===== config.mk =====
export PLATFORM = sky130hd
export DESIGN_NAME = fifo_reader_flat
export DESIGN_NICKNAME = d
export VERILOG_FILES = /design/src/rtl/fifo_pkg.sv /design/src/rtl/global_pkg.sv /design/src/rtl/fifo_reader_if.sv /design/src/rtl/fifo_reader.sv /design/src/flat_wrapper.sv
export SDC_FILE = /design/constraint.sdc
export NUM_CORES = 1
export LEC_CHECK = 0
export BUFFER_PORTS_ARGS = -buffer_cell sky130_fd_sc_hd__buf_2
export CAP_MARGIN = 10
export CORE_UTILIZATION = 50
export DETAILED_ROUTE_END_ITERATION = 10
export PLACE_DENSITY = 0.78
export SYNTH_ARGS = -nofsm -noshare
export SYNTH_HDL_FRONTEND = slang
export SYNTH_SLANG_ARGS = --single-unit
export TNS_END_PERCENT = 1

===== constraint.sdc =====
create_clock -name clk -period 4.72 [get_ports clk]
set_input_delay 0.472 -clock clk [delete_from_list [all_inputs] [get_ports clk]]
set_output_delay 0.472 -clock clk [all_outputs]
set_load 0.02 [all_outputs]

===== src/rtl/fifo_pkg.sv =====
// FIFO buffer geometry, index type and read-side sequencer states.
package fifo_pkg;

    localparam int unsigned DW = 8;
    localparam int unsigned AW = 4;

    typedef logic [AW-1:0] counter_t;

    typedef enum logic [2:0] {
        IDLE,
        FETCH,
        WAIT,
        PRESENT,
        DONE
    } rd_state_t;

endpackage : fifo_pkg


===== src/rtl/global_pkg.sv =====
// Types shared between the write and read sides of the FIFO buffer.
package global_pkg;

    typedef logic [3:0] nibble_t;

endpackage : global_pkg


===== src/rtl/fifo_reader_if.sv =====
// Read-side bundle: frame request from the write side, RAM read port and
// the valid/ack consumer handshake. master = fifo_reader, slave = its environment.
interface fifo_reader_if;
    import global_pkg::*;
    import fifo_pkg::*;

    logic          start;
    nibble_t       N;
    logic [DW-1:0] rd_data;
    logic          out_ack;
    logic          pop;
    counter_t      rd_addr;
    logic [DW-1:0] out_data;
    logic          out_valid;
    logic          out_last;
    logic          busy;
    logic          done;

    modport master (
        input  start, N, rd_data, out_ack,
        output pop, rd_addr, out_data, out_valid, out_last, busy, done
    );

    modport slave (
        output start, N, rd_data, out_ack,
        input  pop, rd_addr, out_data, out_valid, out_last, busy, done
    );

endinterface : fifo_reader_if


===== src/rtl/fifo_reader.sv =====
// Read-side sequencer: drains one frame of n_q+1 words from the synchronous
// FIFO RAM, one pop per word, and hands each word over with valid/ack.
module fifo_reader
    import fifo_pkg::*;
(
    input logic           clk,
    input logic           rst,
    fifo_reader_if.master bus
);

    rd_state_t     state_q, state_d;
    counter_t      idx_q, idx_d;
    counter_t      n_q, n_d;
    logic [DW-1:0] out_data_q, out_data_d;

    // NOTE: state registers use non-blocking assignments so every flop samples
    // the pre-edge value of the others; blocking here would create ordering races.
    always_ff @(posedge clk or negedge rst) begin
        if (!rst) begin
            state_q    <= IDLE;
            idx_q      <= '0;
            n_q        <= '0;
            out_data_q <= '0;
        end else begin
            state_q    <= state_d;
            idx_q      <= idx_d;
            n_q        <= n_d;
            out_data_q <= out_data_d;
        end
    end

    // NOTE: every variable gets its hold value first so no branch leaves one
    // unassigned, which would otherwise infer a latch.
    always_comb begin
        state_d    = state_q;
        idx_d      = idx_q;
        n_d        = n_q;
        out_data_d = out_data_q;

        unique case (state_q)
            IDLE: begin
                if (bus.start) begin
                    n_d     = counter_t'(bus.N);
                    idx_d   = '0;
                    state_d = FETCH;
                end
            end
            FETCH: begin
                state_d = WAIT;
            end
            WAIT: begin
                // RAM output is valid now, one cycle after the pop in FETCH.
                out_data_d = bus.rd_data;
                state_d    = PRESENT;
            end
            PRESENT: begin
                if (bus.out_ack) begin
                    if (idx_q == n_q) begin
                        state_d = DONE;
                    end else begin
                        idx_d   = idx_q + counter_t'(1);
                        state_d = FETCH;
                    end
                end
            end
            DONE: begin
                idx_d   = '0;
                state_d = IDLE;
            end
            default: begin
                state_d = IDLE;
            end
        endcase
    end

    // All outputs decode registered state only, so reset clears them at once.
    assign bus.pop       = (state_q == FETCH);
    assign bus.rd_addr   = idx_q;
    assign bus.out_data  = out_data_q;
    assign bus.out_valid = (state_q == PRESENT);
    assign bus.out_last  = (state_q == PRESENT) && (idx_q == n_q);
    assign bus.busy      = (state_q != IDLE);
    assign bus.done      = (state_q == DONE);

endmodule : fifo_reader

===== src/flat_wrapper.sv =====
// flat-port wrapper written by rule: the top's interface ports become plain ports
module fifo_reader_flat import fifo_pkg::*;
  (clk, rst, bus_start, bus_N, bus_rd_data, bus_out_ack, bus_pop, bus_rd_addr, bus_out_data, bus_out_valid, bus_out_last, bus_busy, bus_done);
  fifo_reader_if bus_i ();
  input logic clk;
  input logic rst;
  input wire logic [$bits(bus_i.start)-1:0] bus_start;
  input wire logic [$bits(bus_i.N)-1:0] bus_N;
  input wire logic [$bits(bus_i.rd_data)-1:0] bus_rd_data;
  input wire logic [$bits(bus_i.out_ack)-1:0] bus_out_ack;
  output wire logic [$bits(bus_i.pop)-1:0] bus_pop;
  output wire logic [$bits(bus_i.rd_addr)-1:0] bus_rd_addr;
  output wire logic [$bits(bus_i.out_data)-1:0] bus_out_data;
  output wire logic [$bits(bus_i.out_valid)-1:0] bus_out_valid;
  output wire logic [$bits(bus_i.out_last)-1:0] bus_out_last;
  output wire logic [$bits(bus_i.busy)-1:0] bus_busy;
  output wire logic [$bits(bus_i.done)-1:0] bus_done;
  assign bus_i.start = bus_start;
  assign bus_i.N = bus_N;
  assign bus_i.rd_data = bus_rd_data;
  assign bus_i.out_ack = bus_out_ack;
  assign bus_pop = bus_i.pop;
  assign bus_rd_addr = bus_i.rd_addr;
  assign bus_out_data = bus_i.out_data;
  assign bus_out_valid = bus_i.out_valid;
  assign bus_out_last = bus_i.out_last;
  assign bus_busy = bus_i.busy;
  assign bus_done = bus_i.done;
  fifo_reader u_core (.clk(clk), .rst(rst), .bus(bus_i));
endmodule

# --- Yosys cells after proc, flatten, opt, wreduce, memory -nomap -nowiden ---
# Index checks and enable logic that the tools add are counted.
# Widths: inputs -> output; s select.
op_classes:
  addsub: 1
  muxes: 8
  n_reduce_logical: 7
  n_eq_ne: 8
op_table:
  columns: ["op", "count"]
  rows:
  - ["$mux 4", 3]
  - ["$pmux 3 s4", 1]
  - ["$pmux 4 s3", 1]
  - ["$mux 3", 3]
  - ["$eq 3x2->1 const B", 2]
  - ["$ne 2x2->1 const B", 3]
  - ["$reduce_bool 3->1", 2]
  - ["$add 4x1->4 const B", 1]
  - ["$eq 4x4->1", 1]
  - ["$reduce_and 2->1", 2]
  - ["$reduce_and 4->1", 1]
  - ["$eq 3x1->1 const B", 1]
  - ["$eq 3x3->1 const B", 1]
  - ["$logic_not 3->1", 1]
  - ["$logic_and 1x1->1", 1]
word_totals:
  output_inout_bits: 17
  word_cells: 28
  input_bits: 16
  ff_bits: 19

# --- Longest topological paths before layout ---
# Gate-level depths: netlist of the first run.
logic_depth:
  ltp_word: 4
  depth_mapped: 5
  depth_no_buf: 4

# --- Worst setup path before layout of the first run ---
# OpenSTA, ideal clock, no wires.
synth_path:
  path_kind: "register -> output"
  start: "register u_core.idx_q[3], in the netlist u_core.bus.rd_addr[3]"
  end: "output port bus_out_last"
  arrival_ps: 1346
  path_buffers: 0
  required_ps: 4248
  path_stages_with_launch: 4
  setup_slack_ps: 2902
  path_cell_list: "dfrtp_1 xor2_1 nor4_4 and2_2"
synth_between:
  elab_chain_cells: 2
synth_lines:
  columns: ["element", "line_no", "rtl"]
  rows:
  - ["start, declared", "fifo_reader.sv:12", "counter_t idx_q, idx_d;"]
  - ["start signal, assigned", "fifo_reader.sv:26", "idx_q <= idx_d;"]
  - ["$eq 4x4->1", "fifo_reader.sv:81", "assign bus.out_last = (state_q == PRESENT) && (idx_q == n_q);"]
  - ["$logic_and 1x1->1", "fifo_reader.sv:81", null]
  - ["end, declared", "flat_wrapper.sv:15", "output wire logic [$bits(bus_i.out_last)-1:0] bus_out_last;"]
# Every way passes these cells.

# --- Worst setup path after layout of the first run ---
# Same ends and word-level chain as after synthesis.

==> impl_results.md, run 1 <==
- Status: finished clean
- DR vias/cell: 5.24
- Final hold viol count: 0
- Skew-Pair Late Insertion Delay: 300 ps
- Final core utilization: 65.3%
- Crit path launch type: flop
- Critical path peak fanout: 9
- Worst-path clk slew: 110 ps
- DR vias: 681
- Resize count post-CTS: 0
- CTS tree: built
- YS warnings: 0
- Fill cell count: 151
- Die ar.: 1990 um^2
- Flop-to-flop setup slack: 3090 ps
- R2R Path End: u_core.bus.rd_addr[0]$_DFFE_PN0P_
- Die X: 44.6 um
- Rows: 15
- # diodes: 0
- Async SR Flop Fraction: 100%
- Critical-path cell list: xor2_1 > nor4_4 > and2_2 > buf_2
- Sw Ratio: 43.9%
- Max-Cap Viols: 0
- Iter 0 DRT Violations: 3
- Crit Path Class: reg -> out
- Post-synth EDFFs: 0
- Synthesized Nets: 89
- Gate power share: 50.4%
- Critical path origin: u_core.bus.rd_addr[3]$_DFFE_PN0P_
- Root buf cell: clkbuf_4
- Skew final: 5.54 ps
- CTS Sinks: 19
- Core area: 1710 um^2
- Crit-path slowest cell: nor4_4
- Period utilization: 47.5%
- Routed length per instance: 12.9 um
- Worst vdd ir: 0.374 mV
- Die Ht: 44.6 um
- GP Congestion: 0.760
- Commonest cells after routing, fill and taps aside: buf_2, dfrtp_1, mux2_2
- Post-Synthesis Cells: 72
- Worst endpoint required time: 4250 ps
- Cell Pwr Density: 734 nW/um^2
- Max Freq: 0.446 GHz
- Vias in the first global route: 648
- Worst slew pin tran: 562 ps
- Register area share after synthesis: 52.3%
- Clock buffer depth: 2
- Gr usage total: 20.6%
- Total power: 819 uW
- DR pass1 iterations: 4
- Slew headroom: 62.4%
- Setup TNS: 0 ps
- Share of cells above drive strength 1: 53.3%
- Min Tclk post-route: 2240 ps
- Number of remaining DRC errors: 0
- Post-synth top flop: dfrtp_1
- Syn Std Cell Area: 908 um^2
- Worst Hold Slack: 84.9 ps
- #FFs+latches synth: 19
- Detail Route Antenna Nets: 0
- Cell Int Power: 459 uW
- Largest net degree at the start of global routing: 20
- HPWL after DPL: 1330 um
- Layout area overhead: 22.7%
- Slew Viols, Final: 0
- Htree depth: 1
- R2R Path Start: u_core.bus.rd_addr[3]$_DFFE_PN0P_
- Grt ovf: 0
- Post-Route WL: 1680 um
- Top-Level Pins: 33
- CP max stage delay: 480 ps
- Number of hold buffers added after CTS: 0
- Seq pwr share: 39.6%
- Leakage Power: 0.000526 uW
- RSZ-0062 raised after global routing: false
- WP data arrival: 1770 ps
- Unique masters post-synth: 28
- Reg2Reg Depth: 4
- Post-CTS Setup Inserts: 0
- Hold Crit Class: in -> async
- Synthesized area per cell: 12.6 um^2
- Final Net Count: 123
- First-pass GRT wire length: 2860 um
- Cts bufs inserted: 3
- Critical path capture point type: output pin
- Net switching power: 360 uW
- Commonest non-fill, non-tap cell in the layout: buf_2
- PortBufs: 32
- Clock Power Share: 10.1%
- Final setup viols: 0
- Initial Util: 53.2%
- Initial antenna violation count: 0
worst max-delay path by stage:
stage | to | slack, ps
final | bus_out_last | 2480
after global routing | bus_out_last | 2350
after CTS | bus_out_last | 2450
after detailed placement | bus_out_last | 2790
after global placement | bus_out_last | 2880
after floorplan | bus_out_last | 2900
sequential cells by signal, summed over array words and instances, names as in the netlist:
name                 cells
u_core.bus.out_data      8
u_core.bus.rd_addr       4
u_core.n_q               4
u_core.state_q           3
metrics by stage:
| step | std cells | worst slack [ps] | instance area, um^2 |
|---|---|---|---|
| after global placement | 126 | 2880 | 1080 |
| after global routing | 130 | 2350 | 1110 |
| after CTS | 130 | 2450 | 1110 |
| after detailed placement | 126 | 2790 | 1080 |
| after floorplan | 72 | 2900 | 908 |
| final | 130 | 2480 | 1110 |
per-layer routing:
metal | vias up | wire, um | track usage (%)
met1 | 336 | 720 | 26.0
met3 | 4 | 49 | 2.45
met2 | 17 | 877 | 33.5
met4 | 0 | 33 | 12.7
met5 | - | 0 | 0
li1 | 324 | - | -
layout make-up:
class / instances / area [um^2] / area share [%]
Sequential cell: 19 / 475 / 42.6
Tap cell: 25 / 31.3 / 2.81
Clock inverter: 1 / 7.51 / 0.673
Inverter: 2 / 7.51 / 0.673
Timing Repair Buffer: 32 / 160 / 14.4
Multi-Input combinational cell: 48 / 410 / 36.8
Clock buffer: 3 / 22.5 / 2.02
Yosys cell counts (2+ instances only):
cell / number / area (um^2)
dfrtp_1: 19 / 475
mux2_2: 13 / 146
nor2_1: 4 / 15.0
buf_2: 3 / 15.0
nand2_1: 3 / 11.3
nand3_1: 3 / 15.0
xor2_1: 3 / 26.3
inv_1: 2 / 7.51
o211ai_1: 2 / 15.0
or4_1: 2 / 15.0
critical path, delay by kind of cell (launching register included):
family	cells	cell delay (ps)
and+or+nand+nor	2	690
DFF	1	440
xor gates and xnor gates	1	190
buffers and inverters	1	150
power by group through the flow:
stage	registers [uW]	logic, uW	clock network, uW
after floorplan	362	261	0
after global placement	317	405	0
after detailed placement	328	416	0
after CTS	323	419	87.7
after global routing	339	448	93.6
final	324	412	82.5
cell families after synthesis:
logic type / Yosys count / share of synthesized area, %
buf+inv: 5 / 2.48
fa+ha+maj: 1 / 1.38
compound gates: 9 / 7.58
xor+xnor: 4 / 4.68
mux: 13 / 16.1
simple gates: 21 / 15.4
flops: 19 / 52.3
(Power assumes the default switching activity.)
==> run 2: changes to the inputs <==
Settings changed: CORE_UTILIZATION 50 to 43, PLACE_DENSITY 0.78 to 0.71.
Clock period 4.72 ns to 2 ns, I/O delays scaled along.
==> impl_results.md, run 2 (same netlist as run 1, synthesis figures left out) <==
- Status: finished clean (unchanged)
- Worst endpoint required time: 1800 ps (was 4250 ps)
- DR pass1 iterations: 4 (unchanged)
- Slew Viols, Final: 0 (unchanged)
- Max Freq: 0.528 GHz
- Design Area, Final: 1160 um^2 (was 1110 um^2)
- Share of cells above drive strength 1: 55.9% (was 53.3%)
- Gr usage total: 18.3% (was 20.6%)
- Clock buffer depth: 2 (unchanged)
- First-pass GRT wire length: 2710 um (was 2860 um)
- Routed length per instance: 12.4 um (was 12.9 um)
- Worst-path clk slew: 110 ps (about the same)
- DR vias: 709 (was 681)
- R2R Path Start: u_core.bus.rd_addr[2]$_DFFE_PN0P_ (was u_core.bus.rd_addr[3]$_DFFE_PN0P_)
- Die ar.: 2300 um^2 (was 1990 um^2)
- Worst slew pin tran: 426 ps (was 562 ps)
- Final worst slack: 107 ps (was 2480 ps)
- Iter 0 DRT Violations: 5 (was 3)
- Rows: 16 (was 15)
- Dpl ws: 348 ps (was 2790 ps)
- WP data arrival: 1690 ps (was 1770 ps)
- Layout area overhead: 28.1% (was 22.7%)
- Min Tclk post-route: 1890 ps
- Crit Path Class: reg -> out (unchanged)
- Worst vdd ir: 0.924 mV (was 0.374 mV)
- Slew headroom: 71.6% (was 62.4%)
- Reg2Reg Depth: 5 (was 4)
- Initial Util: 45.8% (was 53.2%)
- CTS Sinks: 19 (unchanged)
- Period utilization: 94.7%
- Max reg flops: 8 (unchanged)
- Top-Level Pins: 33 (unchanged)
- Skew-Pair Late Insertion Delay: 310 ps (was 300 ps)
- CTS tree: built (unchanged)
- Core area: 1980 um^2 (was 1710 um^2)
- Root buf cell: clkbuf_4 (unchanged)
- Grt ovf: 0 (unchanged)
- Number of remaining DRC errors: 0 (unchanged)
- Hold Crit Class: in -> reg (was in -> async)
- Die X: 48.0 um (was 44.6 um)
- CP endpoint: bus_out_last (unchanged)
- Die Ht: 48.0 um (was 44.6 um)
- Crit-path slowest cell: dfrtp_2 (was nor4_4)
- Final hold viol count: 0 (unchanged)
- CP max stage delay: 460 ps (was 480 ps)
- Critical path origin: u_core.bus.rd_addr[2]$_DFFE_PN0P_ (was u_core.bus.rd_addr[3]$_DFFE_PN0P_)
- Commonest non-fill, non-tap cell in the layout: buf_2 (unchanged)
- R2R Path End: u_core.bus.rd_addr[0]$_DFFE_PN0P_ (unchanged)
- Critical-path cell list: xor2_2 > nor4_4 > and2_2 > buf_2 (was xor2_1 > nor4_4 > and2_2 > buf_2)
- Seq. cell area: 477 um^2 (was 475 um^2)
- Largest net degree at the start of global routing: 20 (unchanged)
- Area of the multi-input gates: 410 um^2 (unchanged)
- Cts bufs inserted: 3 (unchanged)
- Final core utilization: 58.7% (was 65.3%)
- Final Net Count: 129 (was 123)
- Vias in the first global route: 588 (was 648)
- Commonest cells after routing, fill and taps aside: buf_2, dfrtp_1, mux2_2 (unchanged)
- Cell Pwr Density: 1710 nW/um^2 (was 734 nW/um^2)
- Flop-to-flop setup slack: 350 ps (was 3090 ps)
- Fill cell count: 179 (was 151)
- Htree depth: 1 (unchanged)
- Detail Route Antenna Nets: 0 (unchanged)
- Post-Route WL: 1710 um (was 1680 um)
- Skew final: 5.16 ps (was 5.54 ps)
- GP Congestion: 0.760 (about the same)
- Critical path peak fanout: 7 (was 9)
- Leakage Power: 0.000558 uW (was 0.000526 uW)
- Initial antenna violation count: 0 (unchanged)
- Max-Cap Viols: 0 (unchanged)
- Critical path capture point type: output pin (unchanged)
- DR vias/cell: 5.14 (was 5.24)
- Setup TNS: 0 ps (unchanged)
- DP Area: 1090 um^2 (was 1080 um^2)
- PortBufs: 32 (unchanged)
- HPWL after DPL: 1270 um (was 1330 um)
- # diodes: 0 (unchanged)
- Total power: 1990 uW (was 819 uW)
- Final setup viols: 0 (unchanged)
- Crit path launch type: flop (unchanged)
==> run 2: repair_timing <==
action                                 4_1_cts  5_1_grt
gates resized for setup                      0        1
endpoints found under the hold margin       19        0
pin swaps                                    1        1
setup endpoints to repair                    1        1
hold buffers                                 1        0
buffers inserted                             0        4
==> run 2: how the worst min path moves through the flow <==
stage | start | endpoint | slack, ps | depth (start not counted)
2_1_floorplan | rst | u_core.bus.out_data[0]$_DFFE_PN0N_ | -100 | 0
3_3_place_gp | rst | u_core.bus.rd_addr[2]$_DFFE_PN0P_ | 160 | 1
3_5_place_dp | rst | u_core.bus.rd_addr[1]$_DFFE_PN0P_ | 160 | 1
4_1_cts | bus_out_ack | u_core.state_q[1]$_DFFE_PN0P_ | 100 | 2
5_1_grt | bus_out_ack | u_core.state_q[1]$_DFFE_PN0P_ | 110 | 2
6_report | bus_out_ack | u_core.state_q[1]$_DFFE_PN0P_ | 110 | 2
==> run 2: layout make-up <==
class	instances	share of cell area, %
clock buffer	3	1.94
clock inverter	1	0.430
inverter	2	0.645
multi-input combinational	48	35.3
sequential	19	41.0
tap	27	2.90
timing repair buffer	38	17.8
==> run 2: where the power goes <==
| group | total (uW) | leakage (uW) | switching (uW) | internal (uW) |
|---|---|---|---|---|
| logic | 1040 | 0.000317 | 549 | 492 |
| registers | 754 | 0.000224 | 179 | 575 |
| clock network | 199 | 0.0000177 | 124 | 74.7 |
==> run 2: metal layers <==
metal  vias to the layer above  share of wire [%]  global-route usage [%]
met5                         -                  0                       0
met1                       346                 41                    24.2
li1                        340                  -                       -
met4                         0                3.3                    13.3
met3                         5                4.2                    3.40
met2                        18                 51                    26.8
==> run 2: metrics by stage <==
stage                     hold WS [ps]  instances
after global routing               109        138
after global placement             163        129
after CTS                          104        134
final                              111        138
after floorplan                  -95.6         72
after detailed placement           164        129
==> run 2: critical path, delay by kind of cell, from the launching register on <==
family,cells,cell delay [ps]
buffers and inverters,1,150
flip-flops,1,460
AND/OR/NAND/NOR,2,600
XOR/XNOR,1,170
==> run 3: changes to the inputs <==
Settings changed: CORE_UTILIZATION 43 to 45, CTS_BUF_LIST set to sky130_fd_sc_hd__clkbuf_2 sky130_fd_sc_hd__clkbuf_4 sky130_fd_sc_hd__clkbuf_8, PLACE_DENSITY 0.71 to 0.74.
==> impl_results.md, run 3 (same netlist as run 1, synthesis figures left out) <==
- WP data arrival: 1690 ps (about the same)
- Worst vdd ir: 0.861 mV (was 0.924 mV)
- # diodes: 0 (unchanged)
- Finished Layout Cells: 136 (was 138)
- Worst Hold Slack: 138 ps (was 111 ps)
- Leakage Power: 0.000561 uW (was 0.000558 uW)
- Cell Int Power: 1160 uW (was 1140 uW)
- Root buf cell: clkbuf_4 (unchanged)
- Max Freq: 0.530 GHz (was 0.528 GHz)
- Setup TNS: 0 ps (unchanged)
- WP buf/inv: 1 (unchanged)
- Crit path launch type: flop (unchanged)
- Resize count post-CTS: 0 (unchanged)
- Crit Path Class: reg -> out (unchanged)
- Final Net Count: 129 (unchanged)
- Die ar.: 2200 um^2 (was 2300 um^2)
- Clock Power Share: 9.9% (was 10.0%)
- Initial antenna violation count: 0 (unchanged)
- Cell Pwr Density: 1710 nW/um^2 (about the same)
- Htree depth: 1 (unchanged)
- Commonest non-fill, non-tap cell in the layout: buf_2 (unchanged)
- Worst-path clk slew: 100 ps (was 110 ps)
- Gr usage total: 17.0% (was 18.3%)
- Max reg flops: 8 (unchanged)
- Layout area overhead: 28.0% (was 28.1%)
- Worst slew pin tran: 408 ps (was 426 ps)
- Final setup viols: 0 (unchanged)
- CP max stage delay: 470 ps (was 460 ps)
- Min Tclk post-route: 1890 ps (about the same)
- CTS tree: built (unchanged)
- First-pass GRT wire length: 2530 um (was 2710 um)
- Die X: 46.9 um (was 48.0 um)
- Cts bufs inserted: 3 (unchanged)
- Routed length per instance: 12.0 um (was 12.4 um)
- HPWL after DPL: 1210 um (was 1270 um)
- Initial Util: 50.4% (was 45.8%)
- DR pass1 iterations: 4 (unchanged)
- Fill cell count: 170 (was 179)
- Top-Level Pins: 33 (unchanged)
- Period utilization: 94.3% (was 94.7%)
- Vias in the first global route: 590 (was 588)
- Hold Crit Class: in -> reg (unchanged)
- Final core utilization: 64.5% (was 58.7%)
- Status: finished clean (unchanged)
- Critical-path cell list: xor2_2 > nor4_4 > and2_2 > buf_2 (unchanged)
- Skew-Pair Late Insertion Delay: 280 ps (was 310 ps)
- Gate power share: 52.2% (about the same)
- Slew Viols, Final: 0 (unchanged)
- Die Ht: 46.9 um (was 48.0 um)
- Critical path's top delay family: simple AND/OR/NAND/NOR gates (unchanged)
- Core area: 1800 um^2 (was 1980 um^2)
- Rows: 15 (was 16)
- Net switching power: 830 uW (was 852 uW)
- Post-Route WL: 1630 um (was 1710 um)
- Crit-path slowest cell: dfrtp_1 (was dfrtp_2)
- Share of cells above drive strength 1: 55.0% (was 55.9%)
- GP Congestion: 0.793 (was 0.760)
- Skew final: 2.41 ps (was 5.16 ps)
- Detail Route Antenna Nets: 0 (unchanged)
- Total power: 1990 uW (about the same)
- Seq pwr share: 38.0% (was 37.8%)
- Worst endpoint required time: 1800 ps (about the same)
- Critical path capture point type: output pin (unchanged)
- Number of remaining DRC errors: 0 (unchanged)
- Grt ovf: 0 (unchanged)
- Iter 0 DRT Violations: 1 (was 5)
- Critical path peak fanout: 6 (was 7)
- Largest net degree at the start of global routing: 20 (unchanged)
- DR vias: 675 (was 709)
- Max-Cap Viols: 0 (unchanged)
- Commonest cells after routing, fill and taps aside: buf_2, dfrtp_1, mux2_2 (unchanged)
- Sw Ratio: 41.7% (was 42.7%)
- Clock buffer depth: 2 (unchanged)
- Slew headroom: 72.8% (was 71.6%)
- DR vias/cell: 4.96 (was 5.14)
- CTS Sinks: 19 (unchanged)
- Dpl cells: 127 (was 129)
- PortBufs: 32 (unchanged)
- Final hold viol count: 0 (unchanged)
-- run 3: changes by cell type in the layout (fill, tap and decap cells not counted) --
cell,before,now
clkinv_2,1,0
dfrtp_1,18,19
clkbuf_4,3,4
dfrtp_2,1,0
-- run 3: area by class of cell --
class                           count  area (um^2)  share of cell area, %
Clock buffer                        4         30.0                   2.58
Inverter                            2         7.51                  0.646
Multi-Input combinational cell     48          410                   35.3
Sequential cell                    19          475                   40.9
Tap cell                           25         31.3                   2.69
Timing Repair Buffer               38          208                   17.9
-- run 3: routing by layer --
metal  share of wire, %  GRT usage (%)
met1                 46           22.4
met5                  0              0
met4                1.3           10.3
met3                3.3           2.69
met2                 49           26.4
-- run 3: power by group through the flow --
stage               combinational [uW]  sequential, uW  clock [uW]
floorplan                          617             855           0
global placement                   966             755           0
detailed placement                 988             764           0
CTS                                993             756         211
global route                      1140             785         229
finish                            1040             755         196
-- run 3: worst paths after layout --
path	start	end	slack, ps	cells after the start
max	u_core.bus.rd_addr[2]$_DFFE_PN0P_	bus_out_last	110	4
max in group asynchronous	rst	u_core.bus.out_data[7]$_DFFE_PN0N_	1330	2
max reg2reg	u_core.state_q[0]$_DFFE_PN0P_	u_core.n_q[3]$_DFFE_PN0P_	400	3
min reg2reg	u_core.bus.out_data[2]$_DFFE_PN0N_	u_core.bus.out_data[2]$_DFFE_PN0N_	510	1
min	bus_N[1]	u_core.n_q[1]$_DFFE_PN0P_	140	2
min in group asynchronous	rst	u_core.n_q[2]$_DFFE_PN0P_	390	2
-- run 3: worst reg2reg max path: stages, from the launching register on --
cell and delay, ps:
dfrtp_1 500, or3_1 440, nor2_2 200, mux2_2 350
-- run 3: metrics by stage --
stage | setup WS (ps) | cell area (um^2)
2_1_floorplan | 348 | 908
3_3_place_gp | 378 | 1090
3_5_place_dp | 360 | 1090
4_1_cts | 23.7 | 1130
5_1_grt | -15.1 | 1160
6_report | 114 | 1160
-- run 3: repair_timing --
item | in CTS | in global routing
endpoints found under the setup margin | 0 | 1
buffers inserted | 0 | 4
hold buffers | 1 | 0
endpoints found under the hold margin | 19 | 0
